**config.mk**
```make
export PLATFORM = sky130hd
export DESIGN_NAME = div_ctrl
export DESIGN_NICKNAME = d
export VERILOG_FILES = /design/src/rtl/div_ctrl_pkg.sv /design/src/rtl/div_step.sv /design/src/rtl/div_ctrl.sv
export SDC_FILE = /design/constraint.sdc
export NUM_CORES = 1
export LEC_CHECK = 0
export CAP_MARGIN = 40
export CORE_ASPECT_RATIO = 1.1
export CORE_MARGIN = 10
export CORE_UTILIZATION = 51
export CTS_BUF_LIST = sky130_fd_sc_hd__clkbuf_4 sky130_fd_sc_hd__clkbuf_8
export CTS_CLUSTER_DIAMETER = 30
export DETAILED_ROUTE_END_ITERATION = 10
export PLACE_DENSITY = 0.74
export SYNTH_ARGS = -nofsm -noshare
export SYNTH_HDL_FRONTEND = slang
export SYNTH_SLANG_ARGS = --single-unit
```
**constraint.sdc**
```tcl
create_clock -name clk -period 4.1 [get_ports clk]
set_input_delay 0.82 -clock clk [delete_from_list [all_inputs] [get_ports clk]]
set_output_delay 0.82 -clock clk [all_outputs]
set_load 0.01 [all_outputs]
```
**src/rtl/div_ctrl_pkg.sv**
```systemverilog
// div_ctrl_pkg: shared definitions for the multi-cycle divide sequencer.
//   RegBus / DoubleRegBus          : operand and result widths.
//   DivFree/DivByZero/DivOn/DivEnd : sequencer state encodings.
//   DivResultReady/NotReady        : ready_o levels.
//   DivStart/DivStop               : start_i levels.
package div_ctrl_pkg;

  localparam int RegBus       = 32;
  localparam int DoubleRegBus = 64;

  localparam logic [1:0] DivFree   = 2'b00;
  localparam logic [1:0] DivByZero = 2'b01;
  localparam logic [1:0] DivOn     = 2'b10;
  localparam logic [1:0] DivEnd    = 2'b11;

  localparam logic DivResultReady    = 1'b1;
  localparam logic DivResultNotReady = 1'b0;
  localparam logic DivStart          = 1'b1;
  localparam logic DivStop           = 1'b0;

endpackage

```
**src/rtl/div_step.sv**
```systemverilog
// div_step: one restoring-division iteration (combinational).
//   work_i    [64:0] : partial remainder in [64:33] region, quotient bits shift in at [0].
//   divisor_i [31:0] : divisor magnitude.
//   work_o    [64:0] : work register after one subtract/shift step.
module div_step
  import div_ctrl_pkg::*;
(
  input  logic [2*RegBus:0] work_i,
  input  logic [RegBus-1:0] divisor_i,
  output logic [2*RegBus:0] work_o
);

  logic [RegBus:0] diff;

  always_comb begin
    diff = work_i[2*RegBus:RegBus] - {1'b0, divisor_i};
    // A borrow out of the 33-bit subtract means the divisor did not fit:
    // shift in a 0 quotient bit and keep the old partial remainder.
    if (diff[RegBus]) begin
      work_o = {work_i[2*RegBus-1:0], 1'b0};
    end else begin
      work_o = {diff[RegBus-1:0], work_i[RegBus-1:0], 1'b1};
    end
  end

endmodule

```
**src/rtl/div_ctrl.sv**
```systemverilog
// div_ctrl: multi-cycle divide sequencer (DIV / DIVU) for the EX stage.
//   clk, rst      : clock, synchronous active-high reset.
//   signed_div_i  : 1 = signed divide, sampled with the request.
//   opdata1_i     : dividend, opdata2_i : divisor (sampled with the request).
//   start_i       : request, held by EX until the result is consumed.
//   annul_i       : abandon the current or requested divide.
//   result_o      : {remainder, quotient}, valid while ready_o is high.
//   ready_o       : result valid.
//   div_zero_o    : divisor was zero; present only when DIV_ZERO_TRAP_EN is defined.
// A normal divide returns ready_o 34 cycles after the request is sampled;
// a zero divisor returns a zero result two cycles after the request.
module div_ctrl
  import div_ctrl_pkg::*;
(
  input  logic                    clk,
  input  logic                    rst,
  input  logic                    signed_div_i,
  input  logic [RegBus-1:0]       opdata1_i,
  input  logic [RegBus-1:0]       opdata2_i,
  input  logic                    start_i,
  input  logic                    annul_i,
  output logic [DoubleRegBus-1:0] result_o,
  output logic                    ready_o
`ifdef DIV_ZERO_TRAP_EN
  ,
  output logic                    div_zero_o
`endif
);

  logic [1:0]              state_q, state_d;
  logic [5:0]              cnt_q, cnt_d;
  logic [2*RegBus:0]       work_q, work_d, work_step;
  logic [RegBus-1:0]       divisor_q, divisor_d;
  logic                    neg_quot_q, neg_quot_d;
  logic                    neg_rem_q, neg_rem_d;
  logic [DoubleRegBus-1:0] result_q, result_d;
  logic                    ready_q, ready_d;

  function automatic logic [RegBus-1:0] neg_if(input logic [RegBus-1:0] v, input logic en);
    return en ? (~v + 32'd1) : v;
  endfunction

  div_step u_step (
    .work_i    (work_q),
    .divisor_i (divisor_q),
    .work_o    (work_step)
  );

  always_comb begin
    state_d    = state_q;
    cnt_d      = cnt_q;
    work_d     = work_q;
    divisor_d  = divisor_q;
    neg_quot_d = neg_quot_q;
    neg_rem_d  = neg_rem_q;
    result_d   = result_q;
    ready_d    = ready_q;
    case (state_q)
      DivFree: begin
        if (start_i == DivStart && !annul_i) begin
          if (opdata2_i == '0) begin
            state_d = DivByZero;
          end else begin
            // Divide magnitudes; signs are reapplied when the result is formed.
            divisor_d  = neg_if(opdata2_i, signed_div_i & opdata2_i[RegBus-1]);
            work_d     = {{RegBus{1'b0}},
                          neg_if(opdata1_i, signed_div_i & opdata1_i[RegBus-1]), 1'b0};
            neg_quot_d = signed_div_i & (opdata1_i[RegBus-1] ^ opdata2_i[RegBus-1]);
            neg_rem_d  = signed_div_i & opdata1_i[RegBus-1];
            cnt_d      = 6'd0;
            state_d    = DivOn;
          end
        end
      end
      DivByZero: begin
        result_d = '0;
        ready_d  = DivResultReady;
        state_d  = DivEnd;
      end
      DivOn: begin
        if (annul_i) begin
          result_d = '0;
          ready_d  = DivResultNotReady;
          state_d  = DivFree;
        end else if (cnt_q != 6'd32) begin
          work_d = work_step;
          cnt_d  = cnt_q + 6'd1;
        end else begin
          result_d = {neg_if(work_q[2*RegBus:RegBus+1], neg_rem_q),
                      neg_if(work_q[RegBus-1:0], neg_quot_q)};
          ready_d  = DivResultReady;
          state_d  = DivEnd;
        end
      end
      default: begin // DivEnd
        if (start_i == DivStop || annul_i) begin
          result_d = '0;
          ready_d  = DivResultNotReady;
          state_d  = DivFree;
        end
      end
    endcase
  end

  always_ff @(posedge clk) begin
    if (rst) begin
      state_q    <= DivFree;
      cnt_q      <= 6'd0;
      neg_quot_q <= 1'b0;
      neg_rem_q  <= 1'b0;
      result_q   <= '0;
      ready_q    <= DivResultNotReady;
    end else begin
      state_q    <= state_d;
      cnt_q      <= cnt_d;
      neg_quot_q <= neg_quot_d;
      neg_rem_q  <= neg_rem_d;
      result_q   <= result_d;
      ready_q    <= ready_d;
    end
  end

  // Datapath registers are always reloaded in FREE before use, so they carry no reset.
  always_ff @(posedge clk) begin
    work_q    <= work_d;
    divisor_q <= divisor_d;
  end

  assign result_o = result_q;
  assign ready_o  = ready_q;

`ifdef DIV_ZERO_TRAP_EN
  logic dz_q;

  // Set by the zero-divisor path, held only while END holds its result.
  always_ff @(posedge clk) begin
    if (rst) begin
      dz_q <= 1'b0;
    end else begin
      dz_q <= (state_q == DivByZero) |
              ((state_q == DivEnd) & (state_d == DivEnd) & dz_q);
    end
  end

  assign div_zero_o = dz_q;
`endif

endmodule
```
* Word-level counts from Yosys, hierarchy flattened
Index checks and enable logic that the tools add are counted. W data, S select, Z words.
Operators by class: add/subtract/negate cells 6, eq/ne operators 8, multiplexer cells 29, bitwise logic cells 11, reduce and logical (&&, ||, !) cells 12
Operators with widths (number):
- $mux W65 | 5
- $mux W64 | 3
- $pmux W64 S3 | 1
- $pmux W65 S2 | 1
- $add A32 B1 Y32 const B | 4
- $mux W32 | 4
- $not A32 Y32 | 4
- $sub A33 B32 Y33 | 1
- $logic_not A32 Y1 | 1
- $mux W6 | 4
- $pmux W6 S2 | 1
- $mux W2 | 5
- $reduce_and A3 Y1 | 3
- $ne A2 B2 Y1 const B | 4
- $add A6 B1 Y6 const B | 1
- $ne A6 B6 Y1 const B | 1
- $pmux W2 S3 | 1
- $reduce_and A5 Y1 | 1
- $reduce_bool A4 Y1 | 1
- $and A1 B1 Y1 | 3
- $mux W1 | 3
- $ne A3 B3 Y1 const B | 1
- $not A1 Y1 | 3
- $pmux W1 S3 | 1
- 9 further kinds | 9
Word-level totals: bits in registers 172, input port bits 69, output and inout port bits 65

* Logic depth before layout (Yosys ltp)
word-level depth 6, depth in mapped cells 14

* By module
Synthesis repeated with hierarchy kept, for this count alone.
Second synthesis, totals: cell total of the unflattened synthesis 1245, area, all modules 11453.5 sq um
Modules (own cells, without submodules):
- div_ctrl | times used 1, cells an instance 908, area each 8854.7 sq um, seq. area each 4414.2 sq um
- div_step | times used 1, cells an instance 337, area each 2598.7 sq um, seq. area each 0.0 sq um

* Worst setup path before layout
OpenSTA, ideal clock, no wires.
path kind input port to flip-flop, start input opdata2_i[0], end register neg_rem_q, library setup time 0.128 ns, arrival 3.493 ns, slack 0.479 ns, stages on the path 10, buffers on the path 0, cells stage by stage inv_1 -> ha_1 -> nor4b_4 -> and3b_4 -> nand3b_4 -> or4_4 -> nand2_1 -> nor2_1 -> mux2i_1 -> nor2_1
Between the ends: word-level cells in the longest chain between the ends 3
Ends and longest elaborated chain:
- from (decl) | RTL line div_ctrl.sv:19 | input logic [RegBus-1:0] opdata2_i,
- $logic_not A32 Y1 | RTL line div_ctrl.sv:61 | if (opdata2_i == '0) begin
- $not A1 Y1 (no source line)
- $reduce_and A3 Y1 (no source line)
- to (signal assigned) | RTL line div_ctrl.sv:117 | neg_rem_q <= neg_rem_d;
- to (decl) | RTL line div_ctrl.sv:35 | logic neg_rem_q, neg_rem_d;
No other way between the ends. A chain may end at the register's enable or synchronous reset.

* Worst setup path in the final report
start register divisor_q[0], end register work_q[57], data pin
Between the ends: word-level cells in the longest chain between the ends 5
Ends and longest elaborated chain:
- from (decl) | RTL line div_ctrl.sv:33 | logic [RegBus-1:0] divisor_q, divisor_d;
- from (signal assigned) | RTL line div_ctrl.sv:126 | divisor_q <= divisor_d;
- $sub A33 B32 Y33 | RTL line div_step.sv:16 | diff = work_i[2*RegBus:RegBus] - {1'b0, divisor_i};
- $mux W65 | RTL line div_step.sv:19 | if (diff[RegBus]) begin
- $mux W65 | RTL line div_ctrl.sv:85 | end else if (cnt_q != 6'd32) begin
- $mux W65 | RTL line div_ctrl.sv:81 | if (annul_i) begin
- $pmux W65 S2 | RTL line div_ctrl.sv:58 | case (state_q)
- to (signal assigned) | RTL line div_ctrl.sv:125 | work_q <= work_d;
- to (decl) | RTL line div_ctrl.sv:32 | logic [2*RegBus:0] work_q, work_d, work_step;
No other way between the ends. The select of a mux whose other input is x is not followed.

==> impl_metrics.csv <==
group,metric,value,unit
logic_synthesis,synth.area.top_cells,"edfxtp_1 27%, dfxtp_1 14%, xnor2_1 6.0%",
routing,via_count,9587,
clocking,clockRootBuffer,"clkbuf_8",
final_layout,layout_nets,1495,
logic_synthesis,synth_compound_gate_area_share,17.4,%
logic_synthesis,synth_top_cell_by_area,"edfxtp_1",
power_and_ir_drop,vdd_ir_drop_max,0.394,mV
worst_setup_path,crit_arrival,3.87,ns
worst_setup_path,timing.critical_path.fanout_max,3,
sta,max_freq,274,MHz
power_and_ir_drop,powerDensity,475,nW/um^2
sta,post-route-period-util,89.0,%
run,cap_violations,0,
clocking,cts-root-to-sink-buffers,2,
place,place.port_buffers,133,
logic_synthesis,synth_xor_xnor_area_share,11.7,%
logic_synthesis,yosys.area_share.adder,4.97,%
power_and_ir_drop,leakagePower,4.82,nW
floorplan,core_area,21200,sq um
sta,final.setup.tns,0,ns
clocking,worstSkewPairLatency,0.48,ns
final_layout,area_growth,19.0,%
logic_synthesis,post_synth_and_or_nand_nor_area_fraction,18.4,%
logic_synthesis,yosysUniqueCellTypes,67,
final_layout,final.fill_count,1890,
clocking,worst_setup_hold_path_clk_slew,0.10,ns
sta,setup_repair_after_global_routing_missed_its_margin,"false",
final_layout,final_design_area_no_fill,13100,sq um
routing,detailedRoute.firstPassIterationCount,5,
sta,timing.final.max_slew_violations,0,
worst_setup_path,crit_required,4.32,ns
sta,finalHoldViolCount,0,
clocking,postCtsHoldBufs,0,
clocking,clkSinkCount,172,
routing,detail-route-antenna-nets,0,
sta,worst_slew_margin_rel,50.6,%
logic_synthesis,postSynthCellCount,1270,
logic_synthesis,asyncSetResetFlopFracSynth,0,%
logic_synthesis,ys.warnings.count,0,
final_layout,multiInputGateArea,6090,sq um
final_layout,register_area,4410,sq um
global_route,first_global_vias,9103,
worst_setup_path,worstSetupEndpointType,"register",
floorplan,dieArea,27800,sq um
routing,route.detailed.wl_per_inst,17.7,um
clocking,tritoncts,"built",
routing,first_iter_violations,765,
final_layout,drive_above_1_share,5.37,%
place,placement.cell_area,12700,sq um
clocking,cts_resized,0,
routing,drc_errors,0,
global_route,antenna_found_initial,0,
clocking,numCtsBuffers,17,
logic_synthesis,synth_top_family_by_area,"simple AND/OR/NAND/NOR gates",
logic_synthesis,synth_mux_area_share,2.85,%
floorplan,die_height,174,um
global_route,global_route.usage.total,20.8,%
logic_synthesis,postSynthAreaPerCell,8.64,sq um
clocking,postCtsSetupRepairBufs,0,
sta,worst_hold_slack,0.458,ns
logic_synthesis,synth-edff-count,97,
sta,slew_of_the_pin_with_the_lowest_slew_margin,0.734,ns
final_layout,antenna-diode-count,0,
hold_path,worstHoldPathType,"reg2reg",
global_route,grt_max_degree,76,
worst_setup_path,critical_path.startpoint_type,"register",
sta,number_of_failing_setup_endpoints_in_the_final_timing_report,0,
logic_synthesis,yosysTopAreaCellShare,26.5,%
logic_synthesis,seq_area_frac_synth,40.2,%
place,gp_congestion,0.954,
logic_synthesis,netlist_top_cells_count,"143 x nand2_1, 141 x nor2_1, 105 x a21oi_1",
routing,routed_wirelength,29800,um
global_route,global_route.overflow_total,0,
place,dp_hpwl,23000,um
global_route,wire_length_of_the_first_global_routing_pass,47600,um
logic_synthesis,syn-num-nets,1382,
logic_synthesis,yosys_register_bits,172,
sta,layout_min_cycle_time,3.65,ns
floorplan,core.rowCount,56,
logic_synthesis,yosys.cell_count.top_type,"nand2_1",
logic_synthesis,ys_dominant_reg_cell,"edfxtp_1",
logic_synthesis,synth.cell_area,11000,sq um
floorplan,die_x,160,um
status,outcome,"complete, no violations",
floorplan,initial_core_util,51.7,%
clocking,ctsHtreeMaxLevel,4,
routing,viasPerCell,5.69,
worst_setup_path,timing.setup.critical_path_class,"reg2reg",
sta,timing.clock.skew,0.0198,ns
floorplan,ioPinCount,134,
area by class of cell:
cell class | count | area share, %
Clock buffer | 20 | 2.06
Clock inverter | 12 | 0.824
Timing Repair Buffer | 155 | 12.0
Inverter | 66 | 1.92
Multi-Input combinational cell | 971 | 46.7
Tap cell | 290 | 2.78
Sequential cell | 172 | 33.8
logic make-up after synthesis:
kind of cell | Yosys count
AND/OR/NAND/NOR | 433
AO/OA/AOI/OAI | 318
flip-flops | 172
XOR/XNOR | 146
buffers and inverters | 127
adder cells (fa/ha/maj) | 43
multiplexers | 31
placed cells by master, fill, tap and decap left out, types with 4 or more instances in the layout:
cell type	netlist	layout
or4_1	8	8
nor3_1	40	40
inv_6	0	4
o31ai_1	15	15
o21a_1	6	6
nor2_1	141	140
o41ai_1	18	18
or3_1	8	8
a21o_1	10	10
clkdlybuf4s50_1	0	132
nand2b_1	15	15
nor2b_1	7	7
a211oi_1	7	7
nand4_1	7	7
nand3_1	16	16
inv_4	1	5
xor2_1	71	71
and2_1	8	8
a21oi_1	105	105
o21ai_0	101	100
dfxtp_1	75	75
a22oi_1	18	18
a31oi_1	9	9
buf_12	0	4
edfxtp_1	97	97
nor4_1	15	15
and3_1	5	5
mux2i_1	29	29
ha_1	42	41
buf_4	0	17
nand2_1	143	143
xnor2_1	75	74
o21bai_1	5	5
inv_1	64	65
clkbuf_8	0	19
per-layer routing:
metal / vias to the layer above / share of wire (%) / global-route usage [%]
met3: 49 / 5.0 / 3.18
met2: 291 / 48 / 34.6
met5: - / 0 / 0
met1: 4515 / 44 / 27.1
li1: 4732 / - / -
met4: 0 / 2.3 / 7.08
flip-flops by register name, summed over array words and instances (netlist names):
register and flops:
neg_quot_q 1, work_q 65, divisor_q 32, cnt_q 6, state_q 2, neg_rem_q 1
result_o 64, ready_o 1
stage by stage:
| stage | worst slack, ns | instances | utilization [%] | power (mW) |
|---|---|---|---|---|
| after floorplan | 0.479 | 1270 | - | 4.24 |
| after global placement | 0.171 | 1653 | 59.6 | 4.97 |
| after detailed placement | 0.108 | 1654 | 59.7 | 5.03 |
| after CTS | 0.520 | 1686 | 61.5 | 6.18 |
| after global routing | 0.349 | 1686 | 61.5 | 6.60 |
| final | 0.452 | 1686 | 61.5 | 6.20 |
power breakdown:
group	total, mW	internal [mW]	switching [mW]
Combinational	2.56	1.04	1.52
Clock	1.17	0.526	0.645
Sequential	2.47	2.17	0.301
Total	6.20	3.74	2.46
worst max-delay path: stages (launching register included):
cell	delay, ns
edfxtp_1	0.43
ha_1	0.25
fa_1	0.43
nand2b_1	0.19
a21oi_1	0.19
o22ai_1	0.19
o41a_1	0.46
a211oi_1	0.39
a31oi_1	0.20
and3_1	0.20
o41ai_1	0.35
a21oi_1	0.11
final timing paths:
path | startpoint | slack [ns] | endpoint | depth (start not counted)
setup / recovery | divisor_q[0] | 0.45 | work_q[57] | 11
hold reg to reg | result_o[57] | 0.46 | result_o[57] | 2
setup reg to reg | divisor_q[0] | 0.45 | work_q[57] | 11
hold / removal | result_o[57] | 0.46 | result_o[57] | 2
(Power assumes the default switching activity.)
